$ cat src/rtl/alu_ex_if.sv
// Decode-to-execute operand bus and execute-to-writeback result bus.
// The master side is the decode stage; the slave side is the execute unit.
interface alu_ex_if #(
    parameter int WIDTH = 16
);
    logic                    in_valid;
    logic [3:0]              opcode;
    logic signed [WIDTH-1:0] A;
    logic signed [WIDTH-1:0] B;
    logic                    out_valid;
    logic [WIDTH-1:0]        Result;
    logic [2:0]              Flags;

    modport master (
        output in_valid, opcode, A, B,
        input  out_valid, Result, Flags
    );

    modport slave (
        input  in_valid, opcode, A, B,
        output out_valid, Result, Flags
    );
endinterface

$ cat src/rtl/alu_ex_stage.sv
// Two-stage execute unit: saturating ADD/SUB, XOR and four-lane saturating PADDSB,
// with a registered result and Z/V/N flag register, under stall/flush control.
module alu_ex_stage #(
    parameter int WIDTH = 16
) (
    input  logic         clk,
    input  logic         rst_n,
    input  logic         stall,
    input  logic         flush,
    alu_ex_if.slave      bus
);

    localparam logic [3:0] OP_ADD    = 4'b0000;
    localparam logic [3:0] OP_SUB    = 4'b0001;
    localparam logic [3:0] OP_XOR    = 4'b0010;
    localparam logic [3:0] OP_PADDSB = 4'b0111;

    // Returns {overflow, saturated sum}; overflow is judged on the operands as given,
    // so SUB passes ~B with cin=1 and B=0x8000 saturates correctly.
    function automatic logic [WIDTH:0] sat_add(
        input logic signed [WIDTH-1:0] a,
        input logic signed [WIDTH-1:0] b,
        input logic                    cin
    );
        logic [WIDTH-1:0] s;
        logic             pos_ovf;
        logic             neg_ovf;
        s       = a + b + {{(WIDTH-1){1'b0}}, cin};
        pos_ovf = ~a[WIDTH-1] & ~b[WIDTH-1] &  s[WIDTH-1];
        neg_ovf =  a[WIDTH-1] &  b[WIDTH-1] & ~s[WIDTH-1];
        if (pos_ovf)
            return {1'b1, 1'b0, {(WIDTH-1){1'b1}}};
        else if (neg_ovf)
            return {1'b1, 1'b1, {(WIDTH-1){1'b0}}};
        else
            return {1'b0, s};
    endfunction

    function automatic logic [3:0] sat_lane(
        input logic signed [3:0] a,
        input logic signed [3:0] b
    );
        logic signed [4:0] s;
        s = {a[3], a} + {b[3], b};
        if (s > 5'sd7)
            return 4'b0111;
        else if (s < -5'sd8)
            return 4'b1000;
        else
            return s[3:0];
    endfunction

    function automatic logic [WIDTH-1:0] paddsb(
        input logic [WIDTH-1:0] a,
        input logic [WIDTH-1:0] b
    );
        logic [WIDTH-1:0] r;
        r = '0;
        for (int i = 0; i < WIDTH / 4; i++)
            r[4*i +: 4] = sat_lane(a[4*i +: 4], b[4*i +: 4]);
        return r;
    endfunction

    logic                    vld_p1;
    logic [3:0]              op_p1;
    logic signed [WIDTH-1:0] a_p1;
    logic signed [WIDTH-1:0] b_p1;

    logic                    vld_p2;
    logic [WIDTH-1:0]        res_p2;
    logic [2:0]              flags_p2;

    logic [WIDTH:0]          add_c;
    logic [WIDTH:0]          sub_c;
    logic [WIDTH-1:0]        res_c;
    logic [2:0]              flags_c;

    // Stage 1 -> stage 2: execute on the captured operands
    always_comb begin
        add_c   = sat_add(a_p1, b_p1, 1'b0);
        sub_c   = sat_add(a_p1, ~b_p1, 1'b1);
        res_c   = '0;
        flags_c = flags_p2;
        case (op_p1)
            OP_ADD: begin
                res_c   = add_c[WIDTH-1:0];
                flags_c = {(res_c == '0), add_c[WIDTH], res_c[WIDTH-1]};
            end
            OP_SUB: begin
                res_c   = sub_c[WIDTH-1:0];
                flags_c = {(res_c == '0), sub_c[WIDTH], res_c[WIDTH-1]};
            end
            OP_XOR: begin
                res_c      = a_p1 ^ b_p1;
                flags_c[2] = (res_c == '0);
            end
            OP_PADDSB: begin
                res_c = paddsb(a_p1, b_p1);
            end
            default: begin
                res_c = '0;
            end
        endcase
    end

    // Stage 1: operand capture
    always_ff @(posedge clk or negedge rst_n) begin
        if (!rst_n) begin
            vld_p1 <= 1'b0;
            op_p1  <= '0;
            a_p1   <= '0;
            b_p1   <= '0;
        end else if (flush) begin
            vld_p1 <= 1'b0;
        end else if (!stall) begin
            vld_p1 <= bus.in_valid;
            op_p1  <= bus.opcode;
            a_p1   <= bus.A;
            b_p1   <= bus.B;
        end
    end

    // Stage 2: result and flag register; bubbles leave the flags untouched
    always_ff @(posedge clk or negedge rst_n) begin
        if (!rst_n) begin
            vld_p2   <= 1'b0;
            res_p2   <= '0;
            flags_p2 <= '0;
        end else if (flush) begin
            vld_p2 <= 1'b0;
        end else if (!stall) begin
            vld_p2 <= vld_p1;
            res_p2 <= res_c;
            if (vld_p1)
                flags_p2 <= flags_c;
        end
    end

    assign bus.out_valid = vld_p2;
    assign bus.Result    = res_p2;
    assign bus.Flags     = flags_p2;

endmodule

$ cat src/flat_wrapper.sv
// flat-port wrapper written by rule: the top's interface ports become plain ports
module alu_ex_stage_flat 
#(
    parameter int WIDTH = 16
)
  (clk, rst_n, stall, flush, bus_in_valid, bus_opcode, bus_A, bus_B, bus_out_valid, bus_Result, bus_Flags);
  alu_ex_if #(.WIDTH(WIDTH)) bus_i ();
  input  logic clk;
  input  logic rst_n;
  input  logic stall;
  input  logic flush;
  input wire logic [$bits(bus_i.in_valid)-1:0] bus_in_valid;
  input wire logic [$bits(bus_i.opcode)-1:0] bus_opcode;
  input wire logic [$bits(bus_i.A)-1:0] bus_A;
  input wire logic [$bits(bus_i.B)-1:0] bus_B;
  output wire logic [$bits(bus_i.out_valid)-1:0] bus_out_valid;
  output wire logic [$bits(bus_i.Result)-1:0] bus_Result;
  output wire logic [$bits(bus_i.Flags)-1:0] bus_Flags;
  assign bus_i.in_valid = bus_in_valid;
  assign bus_i.opcode = bus_opcode;
  assign bus_i.A = bus_A;
  assign bus_i.B = bus_B;
  assign bus_out_valid = bus_i.out_valid;
  assign bus_Result = bus_i.Result;
  assign bus_Flags = bus_i.Flags;
  alu_ex_stage #(.WIDTH(WIDTH)) u_core (.clk(clk), .rst_n(rst_n), .stall(stall), .flush(flush), .bus(bus_i));
endmodule
$ cat config.mk
export PLATFORM = sky130hd
export DESIGN_NAME = alu_ex_stage_flat
export DESIGN_NICKNAME = d
export VERILOG_FILES = /design/src/rtl/alu_ex_if.sv /design/src/rtl/alu_ex_stage.sv /design/src/flat_wrapper.sv
export SDC_FILE = /design/constraint.sdc
export NUM_CORES = 1
export LEC_CHECK = 0
export BUFFER_PORTS_ARGS = -buffer_cell sky130_fd_sc_hd__buf_2
export CORE_MARGIN = 4
export CORE_UTILIZATION = 57
export DETAILED_ROUTE_END_ITERATION = 12
export GPL_TIMING_DRIVEN = 0
export PLACE_DENSITY = 0.82
export SLEW_MARGIN = 20
export SYNTH_ARGS = -nofsm -noshare
export SYNTH_HDL_FRONTEND = slang
export SYNTH_SLANG_ARGS = --single-unit
$ cat constraint.sdc
create_clock -name clk -period 7.35 [get_ports clk]
set_input_delay 1.47 -clock clk [delete_from_list [all_inputs] [get_ports clk]]
set_output_delay 1.47 -clock clk [all_outputs]
set_load 0.02 [all_outputs]
======== Word level (Yosys, flattened, before mapping) ========
Cells that the tools add are included.
cells by class
  magnitude comparators ................... 8
  $add $sub $neg .......................... 7
  eq/ne operators ......................... 4
  reduce and logical (&&, ||, !) cells .... 9
  multiplexer cells ....................... 19
  bitwise operators ....................... 17
operators with widths
  cell                                                                              count
  17-bit two-way mux                                                                4
  16-bit case mux with 4 select lines                                               1
  16-bit zero test                                                                  3
  16-bit adder                                                                      2
  4-bit two-way mux                                                                 8
  4-bit by 4-bit adder with 5-bit output                                            4
  5-bit by 4-bit greater-than comparator with 1-bit output (second input constant)  4
  5-bit by 4-bit < comparator with 1-bit output (second input constant)             4
  16-bit by 1-bit adder with 16-bit output (second input constant)                  1
  16-bit inverter                                                                   1
  16-bit bitwise XOR                                                                1
  1-bit bitwise AND                                                                 8
  4-bit AND reduction                                                               2
  1-bit inverter                                                                    7
  4-bit by 1-bit equality test with 1-bit output (second input constant)            1
  4-bit by 2-bit equality test with 1-bit output (second input constant)            1
  4-bit by 3-bit equality test with 1-bit output (second input constant)            1
  4-bit zero test                                                                   1
  1-bit two-way mux                                                                 4
  2-bit case mux with 2 select lines                                                1
  1-bit case mux with 3 select lines                                                1
  3-bit nonzero test                                                                1
  2-bit by 1-bit != test with 1-bit output (second input constant)                  1
  2-bit AND reduction                                                               1
  2-bit nonzero test                                                                1
word-level totals
  output and inout bits ................... 20
  word-level logic and storage cells ...... 72
  input port bits ......................... 41
  register bits after elaboration ......... 57

======== Logic depth before layout (Yosys ltp) ========
Gate-level depths: netlist of run 1.
  word-level depth ........................ 9
  mapped depth ............................ 20
  depth with buffers taken out ............ 19

======== Worst setup path after synthesis of run 1 ========
OpenSTA, ideal clock, no wires.
  path type ............................... register to register
  start point ............................. reg u_core.a_p1[3]
  end point ............................... reg u_core.res_p2[11] (netlist: u_core.bus.Result[11])
  clock period less this slack ............ 3587 ps
  path buffers ............................ 1
  cell stages (with the launch flop) ...... 19
  required time ........................... 7224 ps
  setup time .............................. 126 ps
  slack ................................... 3763 ps
  data arrival time ....................... 3461 ps
  path through ............................ dfrtp_1 -> ha_1 -> buf_1 -> nand2_1 -> a21oi_1 -> o21ai_0 -> a21oi_1 -> a21o_1 -> a21oi_1 -> o21bai_1 -> a21oi_1 -> fa_1 -> nand2_1 -> inv_1 -> nor2_1 -> a211o_1 -> a21oi_1 -> nor2_1 -> a221o_1
between the ends
  cells in the longest elaborated chain, start to end .. 7
  elaborated cells between the ends (all ways) .. 14
  those cells by class .................... 3 x add/sub; 5 x mux; 6 x bitwise
RTL lines
  what                                      line                 text
  start: declaration                        alu_ex_stage.sv:66   logic signed [WIDTH-1:0] a_p1;
  start signal: assignment                  alu_ex_stage.sv:118  a_p1 <= bus.A;
  16-bit adder                              alu_ex_stage.sv:28   s = a + b + {{(WIDTH-1){1'b0}}, cin};
  16-bit by 1-bit adder with 16-bit output  alu_ex_stage.sv:28
  1-bit inverter                            alu_ex_stage.sv:30   neg_ovf = a[WIDTH-1] & b[WIDTH-1] & ~s[WIDTH-1];
  1-bit bitwise AND                         alu_ex_stage.sv:30
  17-bit two-way mux                        alu_ex_stage.sv:33   else if (neg_ovf)
  17-bit two-way mux                        alu_ex_stage.sv:31   if (pos_ovf)
  16-bit case mux with 4 select lines *     alu_ex_stage.sv:84   case (op_p1)
  end signal: assignment                    alu_ex_stage.sv:133  res_p2 <= res_c;
  end: declaration                          alu_ex_stage.sv:70   logic [WIDTH-1:0] res_p2;
Mark *: on every way between the ends. The rest lies on a longest branch, timed or not.
A chain may end at the register's enable or synchronous reset.

======== Final worst setup path of run 1 ========
  start point ............................. reg u_core.b_p1[6]
  end point ............................... reg u_core.res_p2[9] (netlist: u_core.bus.Result[9])
between the ends
  cells in the longest elaborated chain, start to end .. 8
  elaborated cells between the ends (all ways) .. 15
  those cells by class .................... 3 x add/sub; 5 x mux; 7 x bitwise
RTL lines
  what                                      line                 text
  start: declaration                        alu_ex_stage.sv:67   logic signed [WIDTH-1:0] b_p1;
  start signal: assignment                  alu_ex_stage.sv:119  b_p1 <= bus.B;
  16-bit inverter                           alu_ex_stage.sv:81   sub_c = sat_add(a_p1, ~b_p1, 1'b1);
  16-bit adder                              alu_ex_stage.sv:28
  16-bit by 1-bit adder with 16-bit output  alu_ex_stage.sv:28
  1-bit inverter                            alu_ex_stage.sv:30
  1-bit bitwise AND                         alu_ex_stage.sv:30
  17-bit two-way mux                        alu_ex_stage.sv:33
  17-bit two-way mux                        alu_ex_stage.sv:31
  16-bit case mux with 4 select lines *     alu_ex_stage.sv:84
Marked as above.

==> impl_summary.log, run 1 <==
[metrics] top post-synthesis cells by area: sky130_fd_sc_hd__dfrtp_1 30%, sky130_fd_sc_hd__ha_1 8.8%, sky130_fd_sc_hd__nand2_1 8.5%
[metrics] Power Dens Cells: 276.1 nW/um^2
[metrics] type of element launching the critical path: flop
[metrics] kind of critical path: reg -> reg
[metrics] pin count of the biggest net entering global routing: between 50 and 60
[metrics] average wire per standard cell: 19.37 um
[metrics] fin worst setup slack: roughly 2800 ps
[metrics] Max-cap violations: 0
[metrics] clock buffers created by TritonCTS: 9
[metrics] syn_area_per_cell: about 8 um^2
[metrics] Hold/Removal Path Class: reg -> reg
[metrics] worst slack at placement: between 2000 and 3000 ps
[metrics] Synth warnings: 0
[metrics] minimum clock period after layout: 4570 ps
[metrics] highest clock frequency the design can meet: 218.8 MHz
[metrics] result of the run: completed
[metrics] data arrival time of the worst path: between 4000 and 5000 ps
[metrics] Top FF cell, synth: sky130_fd_sc_hd__dfrtp_1
[metrics] Setup TNS Final: 0 ps
[metrics] number of buffer cells added on primary ports: 60
[metrics] CTS Buffer Depth: 2
[metrics] DP Wirelength: roughly 12000 um
[metrics] share of the synthesized area in the top cell type: 0.2953
[metrics] sequential fraction of the synthesis area: 0.2953
[metrics] utilization after layout: 0.6685
[metrics] Post-Syn Instances: ~600
[metrics] max-slew violation total from the final report: 0
[metrics] maximum fanout count along the critical path: 10
[metrics] hold-fix buffers at CTS: 0
[metrics] count of boundary I/O pins: roughly 60
[metrics] synth cell count leaders: 109 x sky130_fd_sc_hd__nand2_1, 57 x sky130_fd_sc_hd__dfrtp_1, 45 x sky130_fd_sc_hd__o21ai_0
[metrics] standard-cell row count: 33
[metrics] count of flip-flops with a built-in enable after synthesis: 0
[metrics] maximum resistive drop on vdd: between 0.0001 and 0.00015 V
[metrics] Yosys reg bits: 57
[metrics] crit share post-route: 0.6217
[metrics] cell type with the largest total area after synthesis: sky130_fd_sc_hd__dfrtp_1
[metrics] GRT Residual Overflow: 0
[metrics] detailed-route DRC error count: 0
[metrics] clock transition time at the flip-flop clock pins of the worst setup and hold paths: approximately 70 ps
[metrics] number of global-route vias before repair: around 4700
[metrics] CTS tree: done
[metrics] first-pass GRT wire length: 24120 um
[metrics] antenna diode instance count: 0
[metrics] total routing resource utilization after global routing: 0.3084
[metrics] latest clock arrival within the worst-skew pair: around 350 ps
[metrics] nets@finish: about 750
[metrics] Post CTS Setup Buffer Count: 0
[metrics] Crit path required time: approximately 7600 ps
[metrics] RSZ-0062 raised after global routing: no
[metrics] Die Span Y: between 100 and 150 um
[metrics] vias per inst: around 6.2
[metrics] unique cell type count in the Yosys netlist: 69
[metrics] total number of vias: 4840
[metrics] endpoint type of the worst setup path: flop
[metrics] horizontal extent of the die: 100.1 um
[metrics] async set-reset flop share out of synthesis: 1.000
[metrics] total of endpoints with negative setup slack in the final report: 0
[metrics] final hold vios: 0
[metrics] Sink Count: 57
[metrics] Post-Route WL: 15160 um
[metrics] library cell with the highest instance count after synthesis: sky130_fd_sc_hd__nand2_1
[metrics] Resize count post-CTS: 0
[metrics] number of DRC markers after the initial detailed-route iteration: around 500
[metrics] remaining max-slew budget at the tightest pin: 0.2680
[metrics] worst-case clock skew: around 13 ps
[metrics] post-synthesis instance area: 4830 um^2
[metrics] transition time at the pin with the least slew margin: 1096 ps
[metrics] placeable core area: 8217 um^2
[metrics] initial core utilization: 0.5878
[metrics] number of antenna violations at the first check in global routing: 0
[metrics] Max H-tree Level: 3
[metrics] Antenna Nets Post-Route: 0
[metrics] DIE AREA: about 10000 um^2
[metrics] clock tree root driver cell: sky130_fd_sc_hd__clkbuf_8
[metrics] Final Wtd Congestion: between 0.9 and 1
[metrics] Leak: around 2.6 nW
[metrics] first drt pass iteration count: 6
[metrics] Synthesized Nets: roughly 680
[metrics] fraction of layout cells with a size suffix above 1: 0.1416
[metrics] Syn-to-layout area delta: 13.73%
==> per-stage QoR <==
step	instances	area (um^2)	power, mW	hold WS (ps)
2_1_floorplan	602	4830	0.9411	475.9
3_3_place_gp	767	5261	1.139	463.9
3_5_place_dp	767	5264	1.152	492.7
4_1_cts	783	5493	1.497	507.2
5_1_grt	783	5493	1.598	517.1
6_report	783	5493	1.517	508.5
==> critical path, cell delays in order, from the launching register on <==
cell,delay (ps)
sky130_fd_sc_hd__dfrtp_1,350
sky130_fd_sc_hd__inv_1,60
sky130_fd_sc_hd__ha_1,300
sky130_fd_sc_hd__clkbuf_1,370
sky130_fd_sc_hd__nand2_1,210
sky130_fd_sc_hd__nor3_1,150
sky130_fd_sc_hd__o21ai_0,170
sky130_fd_sc_hd__a21oi_1,360
sky130_fd_sc_hd__a21o_1,180
sky130_fd_sc_hd__a21oi_1,90
sky130_fd_sc_hd__o21bai_1,190
sky130_fd_sc_hd__a21oi_1,130
sky130_fd_sc_hd__fa_1,560
sky130_fd_sc_hd__nand2b_1,340
sky130_fd_sc_hd__o21ai_0,190
sky130_fd_sc_hd__a221oi_1,440
sky130_fd_sc_hd__nor2_1,90
sky130_fd_sc_hd__a221o_1,280
==> cell type report <==
cell class / count / area, um^2
buffer: 36 / 148.9
clock buffer: 11 / 151.4
clock inverter: 5 / 77.57
fill: 723 / 2724
inverter: 32 / 120.1
multi-input combinational: 477 / 3134
sequential: 57 / 1426
tap: 105 / 131.4
timing repair buffer: 60 / 302.8
==> per-layer routing <==
layer  vias to the layer above  share of wire  wire, um  track usage
met1                      2322           0.45      6786       0.4330
li1                       2260              -         -            -
met4                         0          0.027       412       0.1202
met3                        34          0.076      1149      0.03544
met2                       224           0.45      6816       0.4890
met5                         -              0         0            0
==> logic make-up after synthesis <==
group,Yosys count,synth area share
AND/OR/NAND/NOR,224,0.2161
adder cells (fa/ha/maj),44,0.1212
multiplexers,6,0.01399
AO/OA/AOI/OAI,172,0.2415
XOR/XNOR,31,0.05622
buffers and inverters,68,0.05570
flip-flops,57,0.2953
==> sequential cells by signal (all words and copies together) (netlist names) <==
register              flops
u_core.bus.out_valid      1
u_core.vld_p1             1
u_core.a_p1              16
u_core.bus.Result        16
u_core.b_p1              16
u_core.op_p1              4
u_core.bus.Flags          3
==> cell usage in the layout (no fill, tap or decap), drive strengths merged, types with 7 or more instances in the layout <==
cell type  count
a21o           9
a21oi         42
a221o          9
buf           68
clkbuf        39
dfrtp         57
ha            34
inv           32
nand2        109
nand2b        11
nor2          42
nor3          10
nor4           9
o21ai         46
o21bai         7
o22ai          7
xnor2         23
xor2           8
==> report_power, final <==
part           switching, mW  internal [mW]  leakage, nW  total (mW)
clock                  0.140          0.208        0.115       0.348
combinational          0.489          0.288         1.71       0.777
sequential            0.0319          0.360        0.730       0.392
total                  0.661          0.856         2.56        1.52
==> final timing paths <==
kind	from	to	slack, ps	depth (start not counted)
max	u_core.b_p1[6]$_DFFE_PN0P_	u_core.bus.Result[9]$_DFFE_PN0P_	2780	17
min in group asynchronous	rst_n	u_core.bus.Result[1]$_DFFE_PN0P_	1170	1
min	u_core.bus.Flags[1]$_DFFE_PN0P_	u_core.bus.Flags[1]$_DFFE_PN0P_	510	1
min reg2reg	u_core.bus.Flags[1]$_DFFE_PN0P_	u_core.bus.Flags[1]$_DFFE_PN0P_	510	1
max reg2reg	u_core.b_p1[6]$_DFFE_PN0P_	u_core.bus.Result[9]$_DFFE_PN0P_	2780	17
max in group asynchronous	rst_n	u_core.b_p1[9]$_DFFE_PN0P_	5680	1
No activity file was read; power rests on OpenSTA's default activity.
==> run 2: changes to the inputs <==
--- a/config.mk
+++ b/config.mk
@@ -5,12 +5,13 @@
 export SDC_FILE = /design/constraint.sdc
 export NUM_CORES = 1
 export LEC_CHECK = 0
+export ABC_AREA = 1
 export BUFFER_PORTS_ARGS = -buffer_cell sky130_fd_sc_hd__buf_2
 export CORE_MARGIN = 4
 export CORE_UTILIZATION = 57
 export DETAILED_ROUTE_END_ITERATION = 12
 export GPL_TIMING_DRIVEN = 0
-export PLACE_DENSITY = 0.82
+export PLACE_DENSITY = 0.81
 export SLEW_MARGIN = 20
 export SYNTH_ARGS = -nofsm -noshare
 export SYNTH_HDL_FRONTEND = slang
==> constraint.sdc (replaced) <==
create_clock -name clk -period 4.35 [get_ports clk]
set_input_delay 0.87 -clock clk [delete_from_list [all_inputs] [get_ports clk]]
set_output_delay 0.87 -clock clk [all_outputs]
set_load 0.02 [all_outputs]
==> run 2 against run 1 <==
Count of clock-buffer cells in the layout shrank 2. Critical path depth grew 3. Utilization grew 0.71 points. Clock skew shrank 1.7 ps. First-iteration DRC count shrank 17%. Hold slack lost 26 ps. Synthesized area grew 3.5%. Via count grew 10%. Largest cell class unchanged. Highest routed layer unchanged.
==> impl_summary.log, run 2 <==
[metrics] result of the run: completed
[metrics] standard-cell row count: 33
[metrics] first drt pass iteration count: 5
[metrics] type of element launching the critical path: flop
[metrics] sequential fraction of design power: 0.262
[metrics] Hold/Removal Path Class: reg -> reg
[metrics] crit share post-route: 0.9034
[metrics] Die Span Y: approximately 100 um
[metrics] combined area of the multi-input logic cells: 3105 um^2
[metrics] fraction of the mapped netlist area in compound gates: 0.1529
[metrics] vias per inst: 5.713
[metrics] clock transition time at the flip-flop clock pins of the worst setup and hold paths: about 70 ps
[metrics] detailed-route DRC error count: 0
[metrics] Max H-tree Level: 3
[metrics] async set-reset flop share out of synthesis: 1.000
[metrics] synth cell count leaders: 251 x sky130_fd_sc_hd__nand2_1, 78 x sky130_fd_sc_hd__inv_1, 60 x sky130_fd_sc_hd__nand3_1
[metrics] Post CTS Setup Buffer Count: 0
[metrics] data arrival time of the worst path: 4200 ps
[metrics] Non-Filler Instances: around 940
[metrics] slowest stage cell, crit path: sky130_fd_sc_hd__fa_1
[metrics] highest clock frequency the design can meet: 254.5 MHz
[metrics] syn_area_per_cell: ~6.6 um^2
[metrics] Resize count post-CTS: 0
[metrics] Final Wtd Congestion: 1.007
[metrics] delay of the slowest cell on the worst path: 470 ps
[metrics] crit-path cells: inv_1 -> ha_1 -> buf_4 -> a21oi_1 -> nand2_1 -> nand3_1 -> nand2_1 -> nand3_1 -> nand2_1 -> nand2_1 -> nand2_1 -> a21oi_1 -> fa_1 -> nor2_1 -> inv_1 -> clkbuf_1 -> nand2_1 -> a21oi_1 -> a21boi_0 -> o21ai_0
[metrics] Power Dens Cells: 464.9 nW/um^2
[metrics] cell-internal power: about 1.4 mW
[metrics] number of DRC markers after the initial detailed-route iteration: 412
[metrics] unique cell type count in the Yosys netlist: slightly above 40
[metrics] DP Wirelength: between 10000 and 15000 um
[metrics] top library cells by usage in the layout, fill and taps aside: 250 x sky130_fd_sc_hd__nand2_1, 78 x sky130_fd_sc_hd__inv_1, 65 x sky130_fd_sc_hd__buf_2
[metrics] cell type with the largest total area after synthesis: sky130_fd_sc_hd__dfrtp_1
[metrics] CTS tree: done
[metrics] library cell with the highest instance count after synthesis: sky130_fd_sc_hd__nand2_1
[metrics] net switching fraction of the power: 0.4749
[metrics] total of endpoints with negative setup slack in the final report: 0
[metrics] share of synthesized area spent on multiplexers: 0
[metrics] xor/xnor cell area share of the yosys netlist: 0.02977
[metrics] Synth warnings: 0
[metrics] Hold Path Cell Cnt: 2
[metrics] Synthesized Nets: between 800 and 900
[metrics] post-synthesis instance area: approximately 5000 um^2
[metrics] total routing resource utilization after global routing: 0.3229
[metrics] clock buffers created by TritonCTS: 9
[metrics] fraction of the mapped netlist area in adder cells: 0.1091
[metrics] average wire per standard cell: 16.96 um
[metrics] RSZ-0062 raised after global routing: no
[metrics] Worst Reg-to-Reg Cells: 20
[metrics] main combinational cell family by area after synthesis: simple AND/OR/NAND/NOR gates
[metrics] latest clock arrival within the worst-skew pair: 350 ps
[metrics] cell area after placement: about 5400 um^2
[metrics] Hold Worst Slack: 482.1 ps
[metrics] Post-Syn Instances: between 700 and 800
[metrics] Post-Route WL: between 15000 and 20000 um
[metrics] Crit path required time: between 4000 and 5000 ps
[metrics] commonest non-fill, non-tap cell in the layout: sky130_fd_sc_hd__nand2_1
[metrics] horizontal extent of the die: approximately 100 um
[metrics] endpoint type of the worst setup path: flop
[metrics] remaining max-slew budget at the tightest pin: 0.4908
[metrics] transition time at the pin with the least slew margin: approximately 760 ps
[metrics] maximum fanout count along the critical path: 10
[metrics] Leak: just over 3 nW
[metrics] number of antenna violations at the first check in global routing: 0
[metrics] Clock power frac: 0.221
[metrics] placeable core area: ~8400 um^2
[metrics] GRT Residual Overflow: 0
[metrics] Yosys reg bits: 57
[metrics] power share of the combinational group: 0.517
[metrics] pin count of the biggest net entering global routing: just under 60
[metrics] register cell area after layout: around 1400 um^2
[metrics] Setup TNS Final: 0 ps
[metrics] Syn-to-layout area delta: 13.23%
[metrics] worst-case clock skew: 11.08 ps
[metrics] kind of critical path: reg -> reg
[metrics] area share of and/or/nand/nor cells after synthesis: 0.3277
[metrics] sequential fraction of the synthesis area: 0.2852
[metrics] count of flip-flops with a built-in enable after synthesis: 0
[metrics] area of all placed cells without fillers: ~5700 um^2
[metrics] placed cells: slightly above 900
[metrics] CTS Buffer Depth: 2
[metrics] fraction of layout cells with a size suffix above 1: 0.1408
[metrics] Max-cap violations: 0
[metrics] crit-path most repeated cell: sky130_fd_sc_hd__nand2_1
[metrics] number of global-route vias before repair: 5183
[metrics] hold-fix buffers at CTS: 0
[metrics] antenna diode instance count: 0
[metrics] initial core utilization: 0.5967
[metrics] share of the synthesized area in the top cell type: 0.2852
[metrics] number of buffer cells added on primary ports: 60
[metrics] max-slew violation total from the final report: 0
[metrics] Net Switching: ~1.3 mW
[metrics] final hold vios: 0
[metrics] total number of vias: 5347
[metrics] count of boundary I/O pins: 61
[metrics] top post-synthesis cells by area: sky130_fd_sc_hd__dfrtp_1 29%, sky130_fd_sc_hd__nand2_1 19%, sky130_fd_sc_hd__ha_1 8.5%
[metrics] # fillers: 817
[metrics] maximum resistive drop on vdd: 0.0002271 V
[metrics] DIE AREA: a little over 10000 um^2
[metrics] Sink Count: 57
[metrics] Top FF cell, synth: sky130_fd_sc_hd__dfrtp_1
[metrics] Antenna Nets Post-Route: 0
[metrics] clock tree root driver cell: sky130_fd_sc_hd__clkbuf_8
[metrics] minimum clock period after layout: between 3000 and 4000 ps
[metrics] first-pass GRT wire length: approximately 26000 um
[metrics] nets@finish: 907
==> run 2: changes by cell type in the layout (fill, tap and decap cells not counted), moves of 9 or more <==
cell,delta
sky130_fd_sc_hd__xnor2_1,-22
sky130_fd_sc_hd__nor4_1,-9
sky130_fd_sc_hd__nand2_1,+141
sky130_fd_sc_hd__nor2_1,+14
sky130_fd_sc_hd__inv_1,+48
sky130_fd_sc_hd__clkbuf_1,-16
sky130_fd_sc_hd__nand2b_1,-10
sky130_fd_sc_hd__a221o_1,-9
sky130_fd_sc_hd__nand3_1,+54
==> run 2: logic make-up (layout without fill, tap and decap cells) <==
family          after synthesis  count (layout)
compound gates              134             134
xor+xnor                     17              17
fa+ha+maj                    40              40
buf+inv                     115             191
flops                        57              57
simple gates                392             392
==> run 2: worst max-delay path: cells and delay by family (launching register included) <==
family                     cells  cell delay, ps
and+or+nand+nor                9            1210
adders and majority gates      2             760
AOI/OAI and AO/OA              5             800
buffers and inverters          4             730
DFF                            1             350
==> run 2: power by group through the flow <==
stage | sequential, mW | clock, mW | combinational, mW
after floorplan | 0.753 | 0 | 0.882
after global placement | 0.692 | 0 | 1.30
after detailed placement | 0.699 | 0 | 1.32
after CTS | 0.689 | 0.578 | 1.33
after global routing | 0.702 | 0.606 | 1.52
final | 0.689 | 0.582 | 1.36
==> run 2: cell type report <==
type,count,area share
plain buffers,27,0.02607
clock buffers,9,0.02187
clock inverters,7,0.01679
inverters,88,0.05833
multi-input cells,583,0.5484
flip-flops and latches,57,0.2519
well taps,105,0.02320
repair buffers,60,0.05347
==> run 2: per-stage QoR <==
stage          power [mW]  setup slack (ps)  utilization
6_report            2.633             420.3       0.6756
5_1_grt             2.823             93.66       0.6756
4_1_cts             2.599             245.5       0.6746
3_5_place_dp        2.020             289.9       0.6485
3_3_place_gp        1.995             311.3       0.6482
2_1_floorplan       1.635              1176            -
==> run 2: per-layer routing <==
metal / vias to the layer above / GRT usage / part of all wire
li1: 2584 / - / -
met4: 0 / 0.09202 / 0.020
met1: 2491 / 0.4349 / 0.42
met3: 30 / 0.04752 / 0.080
met5: - / 0 / 0
met2: 242 / 0.5407 / 0.48
==> run 2: final timing paths <==
check,slack (ps),to,from
min in group asynchronous,590,u_core.b_p1[13]$_DFFE_PN0P_,rst_n
worst max register to register,420,u_core.bus.Result[3]$_DFFE_PN0P_,u_core.b_p1[2]$_DFFE_PN0P_
max in group asynchronous,3260,u_core.bus.Result[3]$_DFFE_PN0P_,rst_n
worst min-delay path,480,u_core.bus.Result[8]$_DFFE_PN0P_,u_core.bus.Result[8]$_DFFE_PN0P_
worst min register to register,480,u_core.bus.Result[8]$_DFFE_PN0P_,u_core.bus.Result[8]$_DFFE_PN0P_
worst max-delay path,420,u_core.bus.Result[3]$_DFFE_PN0P_,u_core.b_p1[2]$_DFFE_PN0P_
